$ cat config.mk
export PLATFORM = sky130hd
export DESIGN_NAME = shift_seq_unit_flat
export DESIGN_NICKNAME = d
export VERILOG_FILES = /design/src/rtl/shift_seq_pkg.sv /design/src/rtl/shift_seq_if.sv /design/src/rtl/shift_seq_step.sv /design/src/rtl/shift_seq_unit.sv /design/src/flat_wrapper.sv
export SDC_FILE = /design/constraint.sdc
export NUM_CORES = 1
export LEC_CHECK = 0
export ABC_AREA = 1
export BUFFER_PORTS_ARGS = -buffer_cell sky130_fd_sc_hd__buf_2
export CAP_MARGIN = 10
export CORE_ASPECT_RATIO = 0.7
export CORE_MARGIN = 5
export CORE_UTILIZATION = 35
export CTS_BUF_LIST = sky130_fd_sc_hd__clkbuf_4 sky130_fd_sc_hd__clkbuf_8
export CTS_CLUSTER_DIAMETER = 80
export DETAILED_ROUTE_END_ITERATION = 12
export REMOVE_ABC_BUFFERS = 1
export SETUP_SLACK_MARGIN = 0.5
export SYNTH_ARGS = -nofsm -noshare
export SYNTH_HDL_FRONTEND = slang
export SYNTH_HIERARCHICAL = 1
export SYNTH_SLANG_ARGS = --single-unit
$ cat constraint.sdc
create_clock -name clk -period 7.5 [get_ports clk]
set_input_delay 0 -clock clk [delete_from_list [all_inputs] [get_ports clk]]
set_output_delay 0 -clock clk [all_outputs]
set_load 0.01 [all_outputs]
$ cat src/rtl/shift_seq_pkg.sv
// Shared types for the sequential shifter: operation codes and FSM states.
// Used by shift_seq_if, shift_seq_step and shift_seq_unit.
package shift_seq_pkg;

  typedef enum logic [2:0] {
    OP_LSL = 3'b000,
    OP_ASL = 3'b001,
    OP_LSR = 3'b010,
    OP_ASR = 3'b011,
    OP_ROL = 3'b100,
    OP_ROR = 3'b101
  } op_e;

  // Reserved codes pass the operand through unchanged.
  localparam logic [2:0] OP_RSV0 = 3'b110;
  localparam logic [2:0] OP_RSV1 = 3'b111;

  typedef enum logic [1:0] {
    IDLE,
    SHIFT,
    DONE
  } state_e;

endpackage

$ cat src/rtl/shift_seq_if.sv
// Operand/result valid-ready bundle of the sequential shifter.
// Optional out_ovf appears when SHIFT_SEQ_OVF_EN is defined.
interface shift_seq_if
  import shift_seq_pkg::*;
#(
  parameter int WIDTH = 8
) ();
  localparam int SHAMT_W = $clog2(WIDTH);

  logic               in_valid;
  logic               in_ready;
  logic [WIDTH-1:0]   in_data;
  logic [SHAMT_W-1:0] in_shamt;
  logic [2:0]         in_op;
  logic               out_valid;
  logic               out_ready;
  logic [WIDTH-1:0]   out_data;
`ifdef SHIFT_SEQ_OVF_EN
  logic               out_ovf;
`endif

  modport master (
    output in_valid, in_data, in_shamt, in_op, out_ready,
    input  in_ready, out_valid, out_data
`ifdef SHIFT_SEQ_OVF_EN
    , input out_ovf
`endif
  );

  modport slave (
    input  in_valid, in_data, in_shamt, in_op, out_ready,
    output in_ready, out_valid, out_data
`ifdef SHIFT_SEQ_OVF_EN
    , output out_ovf
`endif
  );

endinterface

$ cat src/rtl/shift_seq_step.sv
// One combinational shift step: moves the working value by k bits (0..STEP)
// according to the latched op; fill is the original operand MSB for ASR.
module shift_seq_step
  import shift_seq_pkg::*;
#(
  parameter int WIDTH = 8,
  parameter int KW    = 3
) (
  input  logic [WIDTH-1:0] val,
  input  logic [KW-1:0]    k,
  input  logic [2:0]       op,
  input  logic             fill,
  output logic [WIDTH-1:0] res
);

  logic [WIDTH-1:0] topmask;

  always_comb begin
    topmask = ~({WIDTH{1'b1}} >> k);
    res     = val;
    case (op)
      OP_LSL, OP_ASL: res = val << k;
      OP_LSR:         res = val >> k;
      OP_ASR:         res = (val >> k) | ({WIDTH{fill}} & topmask);
      // A shift by WIDTH yields zero, so k=0 degenerates to a plain copy.
      OP_ROL:         res = (val << k) | (val >> (WIDTH - int'(k)));
      OP_ROR:         res = (val >> k) | (val << (WIDTH - int'(k)));
      OP_RSV0, OP_RSV1: res = val;
      default:        res = val;
    endcase
  end

endmodule

$ cat src/rtl/shift_seq_unit.sv
// Area-lean iterative shifter/rotator, STEP bits per clock, valid/ready in and out.
// Define SHIFT_SEQ_OVF_EN to add the out_ovf overflow flag for LSL/ASL.
module shift_seq_unit
  import shift_seq_pkg::*;
#(
  parameter int WIDTH = 8,
  parameter int STEP  = 1
) (
  input logic      clk,
  input logic      rst,
  shift_seq_if.slave bus
);

  localparam int SHAMT_W = $clog2(WIDTH);
  localparam logic [SHAMT_W-1:0] STEP_K = SHAMT_W'(STEP);

  state_e             state_q, state_d;
  logic [WIDTH-1:0]   work_q, result_q, stepped;
  logic [SHAMT_W-1:0] remain_q, k;
  logic [2:0]         op_q;
  logic               fill_q;
  logic               accept, last;

  assign k      = (remain_q > STEP_K) ? STEP_K : remain_q;
  assign accept = bus.in_valid && (state_q == IDLE);
  assign last   = (state_q == SHIFT) && (remain_q == k);

  shift_seq_step #(
    .WIDTH (WIDTH),
    .KW    (SHAMT_W)
  ) u_step (
    .val  (work_q),
    .k    (k),
    .op   (op_q),
    .fill (fill_q),
    .res  (stepped)
  );

  always_ff @(posedge clk) begin
    if (rst) state_q <= IDLE;
    else     state_q <= state_d;
  end

  always_comb begin
    state_d = state_q;
    case (state_q)
      IDLE:    if (bus.in_valid) state_d = (bus.in_shamt == '0) ? DONE : SHIFT;
      SHIFT:   if (last) state_d = DONE;
      DONE:    if (bus.out_ready) state_d = IDLE;
      default: state_d = IDLE;
    endcase
  end

  always_comb begin
    bus.in_ready  = (state_q == IDLE);
    bus.out_valid = (state_q == DONE);
  end

  // result_q only changes on entry to DONE, so out_data keeps the last result while idle.
  always_ff @(posedge clk) begin
    if (rst) begin
      work_q   <= '0;
      result_q <= '0;
      remain_q <= '0;
      op_q     <= '0;
      fill_q   <= 1'b0;
    end else if (accept) begin
      work_q   <= bus.in_data;
      remain_q <= bus.in_shamt;
      op_q     <= bus.in_op;
      fill_q   <= bus.in_data[WIDTH-1];
      if (bus.in_shamt == '0) result_q <= bus.in_data;
    end else if (state_q == SHIFT) begin
      work_q   <= stepped;
      remain_q <= remain_q - k;
      if (last) result_q <= stepped;
    end
  end

  assign bus.out_data = result_q;

`ifdef SHIFT_SEQ_OVF_EN
  logic [WIDTH-1:0] lmask, amask, atop;
  logic             ovf_d, ovf_q;

  // Overflow is judged on the original operand: bits shifted out (LSL) or a sign change (ASL).
  always_comb begin
    lmask = ~({WIDTH{1'b1}} >> bus.in_shamt);
    amask = ~({WIDTH{1'b1}} >> (int'(bus.in_shamt) + 1));
    atop  = bus.in_data & amask;
    ovf_d = 1'b0;
    case (bus.in_op)
      OP_LSL:  ovf_d = |(bus.in_data & lmask);
      OP_ASL:  ovf_d = (atop != '0) && (atop != amask);
      default: ovf_d = 1'b0;
    endcase
  end

  always_ff @(posedge clk) begin
    if (rst)         ovf_q <= 1'b0;
    else if (accept) ovf_q <= ovf_d;
  end

  assign bus.out_ovf = ovf_q;
`endif

endmodule

$ cat src/flat_wrapper.sv
// flat-port wrapper written by rule: the top's interface ports become plain ports
module shift_seq_unit_flat import shift_seq_pkg::*;
#(
  parameter int WIDTH = 8,
  parameter int STEP  = 1
)
  (clk, rst, bus_in_valid, bus_in_data, bus_in_shamt, bus_in_op, bus_out_ready, bus_in_ready, bus_out_valid, bus_out_data);
  shift_seq_if #(.WIDTH(WIDTH)) bus_i ();
  input logic clk;
  input logic rst;
  input wire logic [$bits(bus_i.in_valid)-1:0] bus_in_valid;
  input wire logic [$bits(bus_i.in_data)-1:0] bus_in_data;
  input wire logic [$bits(bus_i.in_shamt)-1:0] bus_in_shamt;
  input wire logic [$bits(bus_i.in_op)-1:0] bus_in_op;
  input wire logic [$bits(bus_i.out_ready)-1:0] bus_out_ready;
  output wire logic [$bits(bus_i.in_ready)-1:0] bus_in_ready;
  output wire logic [$bits(bus_i.out_valid)-1:0] bus_out_valid;
  output wire logic [$bits(bus_i.out_data)-1:0] bus_out_data;
  assign bus_i.in_valid = bus_in_valid;
  assign bus_i.in_data = bus_in_data;
  assign bus_i.in_shamt = bus_in_shamt;
  assign bus_i.in_op = bus_in_op;
  assign bus_i.out_ready = bus_out_ready;
  assign bus_in_ready = bus_i.in_ready;
  assign bus_out_valid = bus_i.out_valid;
  assign bus_out_data = bus_i.out_data;
  shift_seq_unit #(.WIDTH(WIDTH), .STEP(STEP)) u_core (.clk(clk), .rst(rst), .bus(bus_i));
endmodule
== Word-level counts from Yosys, hierarchy flattened ==
Index checks and enable logic that the tools add are counted.
Storage, ports and cells
  bits in registers: 25
  latch bits: 0
  RAM bits: 0
  ROM bits: 0
  memories: 0
Operators by class
  add/subtract/negate cells: 2
  $mul: 0
  divide/modulo/power cells: 0
  order comparisons: 1
  equal/unequal tests: 14
  shift operators: 5
  mux-type cells: 15
  bitwise gates (word level): 5
  reduce and logical (&&, ||, !) cells: 11
Operators with widths (count)
  8-bit two-way mux: 6
  8-bit one-hot mux with 6 select lines: 1
  8-bit by 32-bit left shift with 8-bit output: 1
  8-bit by 32-bit >> shifter with 8-bit output: 1
  8-bit bitwise OR: 3
  3-bit equality test, second input constant: 4
  3-bit two-way mux: 3
  8-bit AND: 1
  2-bit two-way mux: 4
  8-bit NOT: 1
  8-bit by 3-bit left shift with 8-bit output: 1
  8-bit by 3-bit >> shifter with 8-bit output: 1
  8-bit by 3-bit >> shifter with 8-bit output, first input constant: 1
  3-bit by 2-bit equality test with 1-bit output, second input constant: 2
  3-bit logical NOT: 2
  2-bit != test, second input constant: 3
  2-bit one-hot mux with 3 select lines: 1
  3-bit AND reduction: 2
  4-bit by 3-bit subtractor with 5-bit output, first input constant: 1
  2-bit nonzero test: 2
  2-bit OR reduction: 2
  3-bit by 1-bit equality test with 1-bit output, second input constant: 1
  3-bit equality test: 1
  3-bit by 1-bit greater-than comparator with 1-bit output, second input constant: 1
  6 further kinds: 7

== Depth between registers and ports, before layout ==
Gate-level depths: netlist (run 1).
  depth after elaboration: 10
  mapped depth: 19
  gate-level depth less buffers: 17

== Modules after synthesis ==
Netlist (run 1), hierarchy kept.
By module, submodules not included
  shift_seq_unit: times used 1, cells each 199, area each 1347.5 um^2
  shift_seq_step: times used 1, cells each 260, area each 1286.2 um^2

== Least setup slack after synthesis (run 1) ==
No wires, ideal clock.
  kind: flip-flop to flip-flop
  start point: register u_core.remain_q[2]
  end point: register u_core.result_q[3], in the netlist u_core/bus.out_data[3]
  setup time: 0.113 ns
  arrival: 2.283 ns
  required time: 7.387 ns
  path slack: 5.104 ns
  cell stages (with the launch flop): 16
  clock period less this slack: 2.396 ns
  path through: dfxtp_1 nor2_1 nand2_1 buf_6 inv_6 buf_12 ha_1 ha_1 clkbuf_1 o21ai_0 a31oi_1 nand4_1 nand2_1 o21ai_0 nor2_1 nor2_1
Between the ends
  longest elaborated chain between the ends: 10
  elaborated cells on any way between the ends: 21
  classes of those cells: add/sub (1); order compare (1); eq/ne (1); shift (5); mux (5); bitwise (5); reduce/logical (3)
Ends and longest elaborated chain
  from (decl): line shift_seq_unit.sv:19  | logic [SHAMT_W-1:0] remain_q, k;
  from (signal assigned): line shift_seq_unit.sv:69  | remain_q <= bus.in_shamt;
  from (signal assigned): line shift_seq_unit.sv:75  | remain_q <= remain_q - k;
  3-bit by 1-bit greater-than comparator with 1-bit output *: line shift_seq_unit.sv:24  | assign k = (remain_q > STEP_K) ? STEP_K : remain_q;
  3-bit two-way mux *: line shift_seq_unit.sv:24
  via u_core.k[0]: line shift_seq_unit.sv:19
  branches (longest 4 deep; another with 4-bit by 3-bit subtractor with 5-bit output)
  8-bit one-hot mux with 6 select lines *: line shift_seq_step.sv:21  | case (op)
  via u_core.stepped[3]: line shift_seq_unit.sv:18  | logic [WIDTH-1:0] work_q, result_q, stepped;
  8-bit two-way mux *: line shift_seq_unit.sv:76  | if (last) result_q <= stepped;
  8-bit two-way mux *: line shift_seq_unit.sv:73  | end else if (state_q == SHIFT) begin
  8-bit two-way mux *: line shift_seq_unit.sv:67  | end else if (accept) begin
  to (signal assigned): line shift_seq_unit.sv:72  | if (bus.in_shamt == '0) result_q <= bus.in_data;
  to (signal assigned): line shift_seq_unit.sv:76
  to (decl): line shift_seq_unit.sv:18
Mark *: on every way through the listed nets, which the timed path passes. The select of a mux whose other input is x is not followed.
A chain may end at the register's enable or synchronous reset.

== Worst setup path after layout (run 1) ==
  start point: register u_core.remain_q[2]
  end point: register u_core.result_q[2], in the netlist u_core/bus.out_data[2]
The elaborated chain is that of the path after synthesis.

==> reports/metrics.yaml, run 1 <==
fin_util: 0.398
holdWs_ns: 0.00729
cts.repair.resized: 0
regArea_sq_um: 500
hold_path_class: "input pin to register"
rsz0062_at_grt: "false"
relSlewSlack: 0.574
peakVddDrop_mv: 0.0883
met2_usage: 0.277
drv_slew: 0
cts_sinks: 25
viasPerCell: 5.00
cp_max_fo: 11
startpoint_type: "register"
layout_setup_ws_ns: 4.56
grt_usage: 0.178
ant_nets: 0
cap_viol_max_count: 0
power_density_nw_per_um2: 197
clkLatencyLatePin_ns: 0.28
endpoint_kind: "register"
grt_antenna_before_repair: 0
gp_congestion: 0.949
grt_pass1_vias: 2701
fmax_ghz: 0.340
worst_pin_slew_ns: 0.638
start_util: 0.360
cp_data_required_time_ns: 7.67
ys_seq_elements: 25
clock_skew_ns: 0.0113
place_ws_ns: 4.59
cts.htree.levels: 1
cts_tree: "done"
multi_input_area_sq_um: 1790
grt_pass1_wl_um: 13400
postLayoutCellArea_sq_um: 2910
io_pins: 28
gr-usage-met1: 0.259
cts_root_buffer: "clkbuf_8"
setup_viol: 0
finalSetupTns_ns: 0
status: "completed"
numCtsBuffers: 3
syn-cell-area_sq_um: 2630
drtIter0Drc: 230
wirelength_um: 7960
die-width_um: 114
critical_path_class: "register to register"
yosysSeqAreaShare: 0.190
dieArea_sq_um: 9390
hold_violations: 0
post-route-period-util: 0.392
nets: 517
gr-usage-met3: 0.0262
dpl-instance-area_sq_um: 2810
synth_area_per_cell_sq_um: 5.74
die_y_um: 82.6
dp_hpwl_um: 6140
ys_types: 30
wl_per_cell_um: 13.5
route.detailed.drc: 0
yosysWarnings: 6
syn-instance-count: 459
area_growth_pct: 10.5
crit_arrival_ns: 3.10
vias: 2949
fillers: 831
drive_above_1_share: 0.142
grt_busiest_layer: "met2"
path_clk_slew_ns: 0.10
grt-ovfl-total: 0
core_sq_um: 7320
max-clock-path-buffers: 2
dr.pass1.iters: 5
portBuffers: 27
layout_min_cycle_time_ns: 2.94
diodes: 0
rows: 26
grt_max_degree: 31
power_leakage_nw: 1.63
[repair_timing]
| item | in CTS | in global routing |
|---|---|---|
| endpoints found under the hold margin | 5 | 0 |
| hold buffers | 5 | 0 |
| buffers inserted | 0 | 0 |
[cells in the final DEF, fill, tap and decap left out]
| cell type | netlist | final |
|---|---|---|
| o21ai_1 | 1 | 1 |
| clkinvlp_4 | 0 | 1 |
| buf_2 | 5 | 27 |
| nand3_1 | 65 | 65 |
| nand2_1 | 151 | 151 |
| o22ai_1 | 1 | 1 |
| nand2_4 | 8 | 8 |
| clkbuf_8 | 0 | 3 |
| o31ai_1 | 1 | 1 |
| conb_1 | 1 | 12 |
| inv_2 | 6 | 6 |
| dlygate4sd3_1 | 0 | 5 |
| a21boi_1 | 1 | 1 |
| a31oi_1 | 3 | 3 |
| dfxtp_1 | 25 | 25 |
| o21ai_2 | 3 | 3 |
| o211ai_1 | 5 | 5 |
| nand4_1 | 3 | 3 |
| o211ai_2 | 6 | 6 |
| nor2_2 | 4 | 4 |
| a21oi_1 | 13 | 13 |
| inv_6 | 1 | 1 |
| ha_1 | 6 | 6 |
| o21ai_0 | 20 | 20 |
| o21a_1 | 7 | 7 |
| nand2_2 | 6 | 6 |
| inv_1 | 63 | 63 |
| nor2_4 | 4 | 4 |
| nor2_1 | 40 | 40 |
| or2_2 | 1 | 1 |
[path summary, 6_finish.rpt]
check | depth (start not counted) | startpoint | to | slack (ns)
worst max register to register | 14 | u_core/remain_q[2]$_SDFFE_PP0P_ | u_core/bus.out_data[2]$_SDFFE_PP0P_ | 4.56
worst max-delay path | 14 | u_core/remain_q[2]$_SDFFE_PP0P_ | u_core/bus.out_data[2]$_SDFFE_PP0P_ | 4.56
worst min register to register | 2 | u_core/remain_q[1]$_SDFFE_PP0P_ | u_core/remain_q[1]$_SDFFE_PP0P_ | 0.50
worst min-delay path | 3 | bus_in_shamt[1] | u_core/remain_q[1]$_SDFFE_PP0P_ | 0.007
[power breakdown]
part           internal [mW]  switching (mW)  total [mW]
combinational          0.101           0.215       0.316
clock                 0.0377          0.0455      0.0832
sequential             0.152          0.0215       0.173
[critical path: stages, from the launching register on]
cell and delay [ns]:
dfxtp_1 0.37, nor2_1 0.07, nand2_1 0.32, inv_6 0.16
ha_1 0.25, ha_1 0.54, inv_1 0.23, o211ai_1 0.22
nand2_1 0.09, nor2_1 0.09, nand2_1 0.06, nand2_1 0.09
o21ai_0 0.12, nor2_1 0.16, nor2_1 0.06
[sequential cells by signal (all words and copies together), names as in the netlist]
register	flops
u_core/bus.out_data	8
u_core/work_q	8
u_core/op_q	3
u_core/remain_q	3
u_core/state_q	2
u_core/fill_q	1
[metrics by stage]
step | total power [mW] | instances
floorplan | 0.403 | 456
global placement | 0.481 | 581
detailed placement | 0.479 | 581
CTS | 0.567 | 590
global route | 0.628 | 590
finish | 0.572 | 590
[synthesized netlist by cell type]
master / number / area share
a21boi_1: 1 / 0.0029
a21oi_1: 13 / 0.025
a31oi_1: 3 / 0.0071
buf_12: 1 / 0.0076
buf_2: 5 / 0.0095
buf_6: 6 / 0.026
clkbuf_1: 2 / 0.0029
conb_1: 1 / 0.0014
dfxtp_1: 25 / 0.19
ha_1: 6 / 0.029
inv_1: 63 / 0.090
inv_2: 6 / 0.0086
inv_6: 1 / 0.0033
nand2_1: 151 / 0.22
nand2_2: 6 / 0.014
nand2_4: 8 / 0.034
nand3_1: 65 / 0.12
nand4_1: 3 / 0.0071
nor2_1: 40 / 0.057
nor2_2: 4 / 0.0095
nor2_4: 4 / 0.017
o211ai_1: 5 / 0.014
o211ai_2: 6 / 0.029
o21a_1: 7 / 0.020
o21ai_0: 20 / 0.038
o21ai_1: 1 / 0.0019
o21ai_2: 3 / 0.010
o22ai_1: 1 / 0.0024
o31ai_1: 1 / 0.0029
or2_2: 1 / 0.0024
[final cells by class]
type / instances / area share
Clock buffer: 3 / 0.0142
Inverter: 70 / 0.0920
Tap cell: 98 / 0.0421
Sequential cell: 25 / 0.172
Multi-Input combinational cell: 361 / 0.614
Timing Repair Buffer: 32 / 0.0636
Clock inverter: 1 / 0.00258
[layer usage]
metal | wire, um | vias to the layer above
met5 | 0 | -
met4 | 104 | 0
met3 | 734 | 12
met2 | 3230 | 144
met1 | 3900 | 1281
li1 | - | 1512
[logic make-up after synthesis]
logic type               count (synthesis)  synth area share
AND/OR/NAND/NOR                        282             0.480
buffers and inverters                   84             0.147
AO/OA/AOI/OAI                           61             0.152
flip-flops                              25             0.190
adder cells (fa/ha/maj)                  6            0.0285
other                                    1           0.00142
Power figures use the tool's default switching activity.
==> run 2, diff against run 1 <==
- clock period: 7.5 -> 2.9 ns (I/O delays scaled with it)
==> run 2 against run 1 <==
Cell count up 1.0%. Fmax up 31%. Wire length up 1.4%. Total power rose to 2.7 times the previous value. Worst setup slack worse by 3.9 ns. Via count up 0.81%. Design area up 2.8%. Global-route usage down 0.20 points. Critical path depth up 2. Critical endpoint is now u_core/work_q[4]$_SDFFE_PP0P_.
==> reports/metrics.yaml, run 2 (synthesis gave the netlist of run 1 again) <==
start_util: 0.360
drv_slew: 0
crit_chain: "nor2_2 > nand2_2 > inv_6 > ha_2 > inv_6 > nand3_1 > a21oi_1 > nand2_1 > a21oi_1 > nor2_1 > nor2_1 > nand2_1 > buf_4 > o211ai_2 > nand2_1 > inv_1"
dp_hpwl_um: 6150
place_ws_ns: 0.372
grt_antenna_before_repair: 0
nets: 523
r2r_cells: 16
cap_viol_max_count: 0
placed_cells: 584
clkLatencyLatePin_ns: 0.27
rsz0062_at_grt: "true"
status: "completed"
clock_skew_ns: 0.00505
drtIter0Drc: 240
gp_congestion: 1.01
relSlewSlack: 0.569
grt_max_degree: 31
power_density_nw_per_um2: 515
crit_top_cell: "nand2_1"
finalSetupTns_ns: 0
worstHoldPathCells: 3
slowest_delay_ns: 0.34
path_clk_slew_ns: 0.10
die-width_um: 114
fmax_ghz: 0.445
vias: 2973
r2r_end: "u_core/work_q[4]$_SDFFE_PP0P_"
area_growth_pct: 13.7
startpoint_type: "register"
final_common_cell: "nand2_1"
critPathSlowestCell: "dfxtp_1"
route.detailed.drc: 0
die_y_um: 82.6
rows: 26
ant_nets: 0
wl_per_cell_um: 13.5
dr.pass1.iters: 5
max-clock-path-buffers: 2
drive_above_1_share: 0.169
fin_util: 0.409
post-route-period-util: 0.774
grt_pass1_wl_um: 13400
layout_setup_ws_ns: 0.654
cts_tree: "done"
holdPathEnd: "u_core/op_q[2]$_SDFFE_PP0P_"
hold_violations: 0
critical_path_class: "register to register"
r2r_setup_slack_ns: 0.65
numCtsBuffers: 3
peakVddDrop_mv: 0.243
hold_start: "bus_in_op[2]"
layoutNonFillerInstCount: 596
setup_viol: 0
crit_arrival_ns: 2.47
grt-ovfl-total: 0
hold_path_class: "input pin to register"
cts_sinks: 25
grt_usage: 0.176
power_leakage_nw: 1.67
dieArea_sq_um: 9390
core_sq_um: 7320
grt_pass1_vias: 2739
layout_min_cycle_time_ns: 2.25
cp_data_required_time_ns: 3.12
cts.htree.levels: 1
layout_common_cells: "nand2_1 (149), nand3_1 (64), inv_1 (62), nor2_1 (39), buf_2 (27)"
fillers: 822
diodes: 0
wirelength_um: 8070
portBuffers: 27
io_pins: 28
viasPerCell: 4.99
total_power_mw: 1.54
cp_max_fo: 18
endpoint_kind: "register"
worst_pin_slew_ns: 0.646
reg2reg_from: "u_core/remain_q[1]$_SDFFE_PP0P_"
cts_root_buffer: "clkbuf_8"
run 2: timing repair:
item                                    in CTS  in global routing
hold endpoints to repair                     4                  0
endpoints found under the setup margin      16                 16
hold buffers                                 5                  0
setup buffers                                1                  2
pin swaps                                    1                  3
gates resized for setup                      2                 13
run 2: final cells by class:
class	count	area [sq um]	share of cell area
multi-input combinational	361	1820	0.607
sequential	25	500	0.167
inverter	70	273	0.0911
timing repair buffer	38	234	0.0781
tap	98	123	0.0410
clock buffer	3	41.3	0.0138
clock inverter	1	5.00	0.00167
run 2: per-stage QoR:
stage	hold slack (ns)	area (sq um)
after floorplan	0.0691	2550
after global routing	0.0766	2990
after detailed placement	0.236	2840
final	0.00878	2990
after global placement	0.237	2840
after CTS	0.00897	2940
run 2: where the power goes:
group          leakage, nW  internal (mW)  switching [mW]
Combinational         1.43          0.300           0.576
Sequential           0.206          0.393          0.0570
Clock               0.0255         0.0963           0.119
Total                 1.67          0.789           0.752
run 2: critical path, delay by kind of cell, from the launching register on:
kind | cells | cell delay (ns)
adders and majority gates | 1 | 0.29
buffers and inverters | 4 | 0.44
and+or+nand+nor | 8 | 0.76
AOI/OAI and AO/OA | 3 | 0.37
DFF | 1 | 0.34
run 2: worst max path at each step:
stage | endpoint | from | slack (ns)
after global placement | u_core/bus.out_data[4]$_SDFFE_PP0P_ | u_core/remain_q[2]$_SDFFE_PP0P_ | 0.40
after floorplan | u_core/bus.out_data[0]$_SDFFE_PP0P_ | u_core/remain_q[2]$_SDFFE_PP0P_ | 0.45
after CTS | u_core/bus.out_data[4]$_SDFFE_PP0P_ | u_core/remain_q[2]$_SDFFE_PP0P_ | 0.52
final | u_core/work_q[4]$_SDFFE_PP0P_ | u_core/remain_q[1]$_SDFFE_PP0P_ | 0.65
after global routing | u_core/bus.out_data[4]$_SDFFE_PP0P_ | u_core/remain_q[1]$_SDFFE_PP0P_ | 0.48
after detailed placement | u_core/bus.out_data[7]$_SDFFE_PP0P_ | u_core/remain_q[2]$_SDFFE_PP0P_ | 0.37
run 2: layer usage:
layer  GRT usage  up-vias  part of all wire
li1            -     1523                 -
met1       0.258     1327              0.52
met2       0.267      109              0.38
met3      0.0262       14             0.081
met4      0.0444        0             0.016
met5           0        -                 0
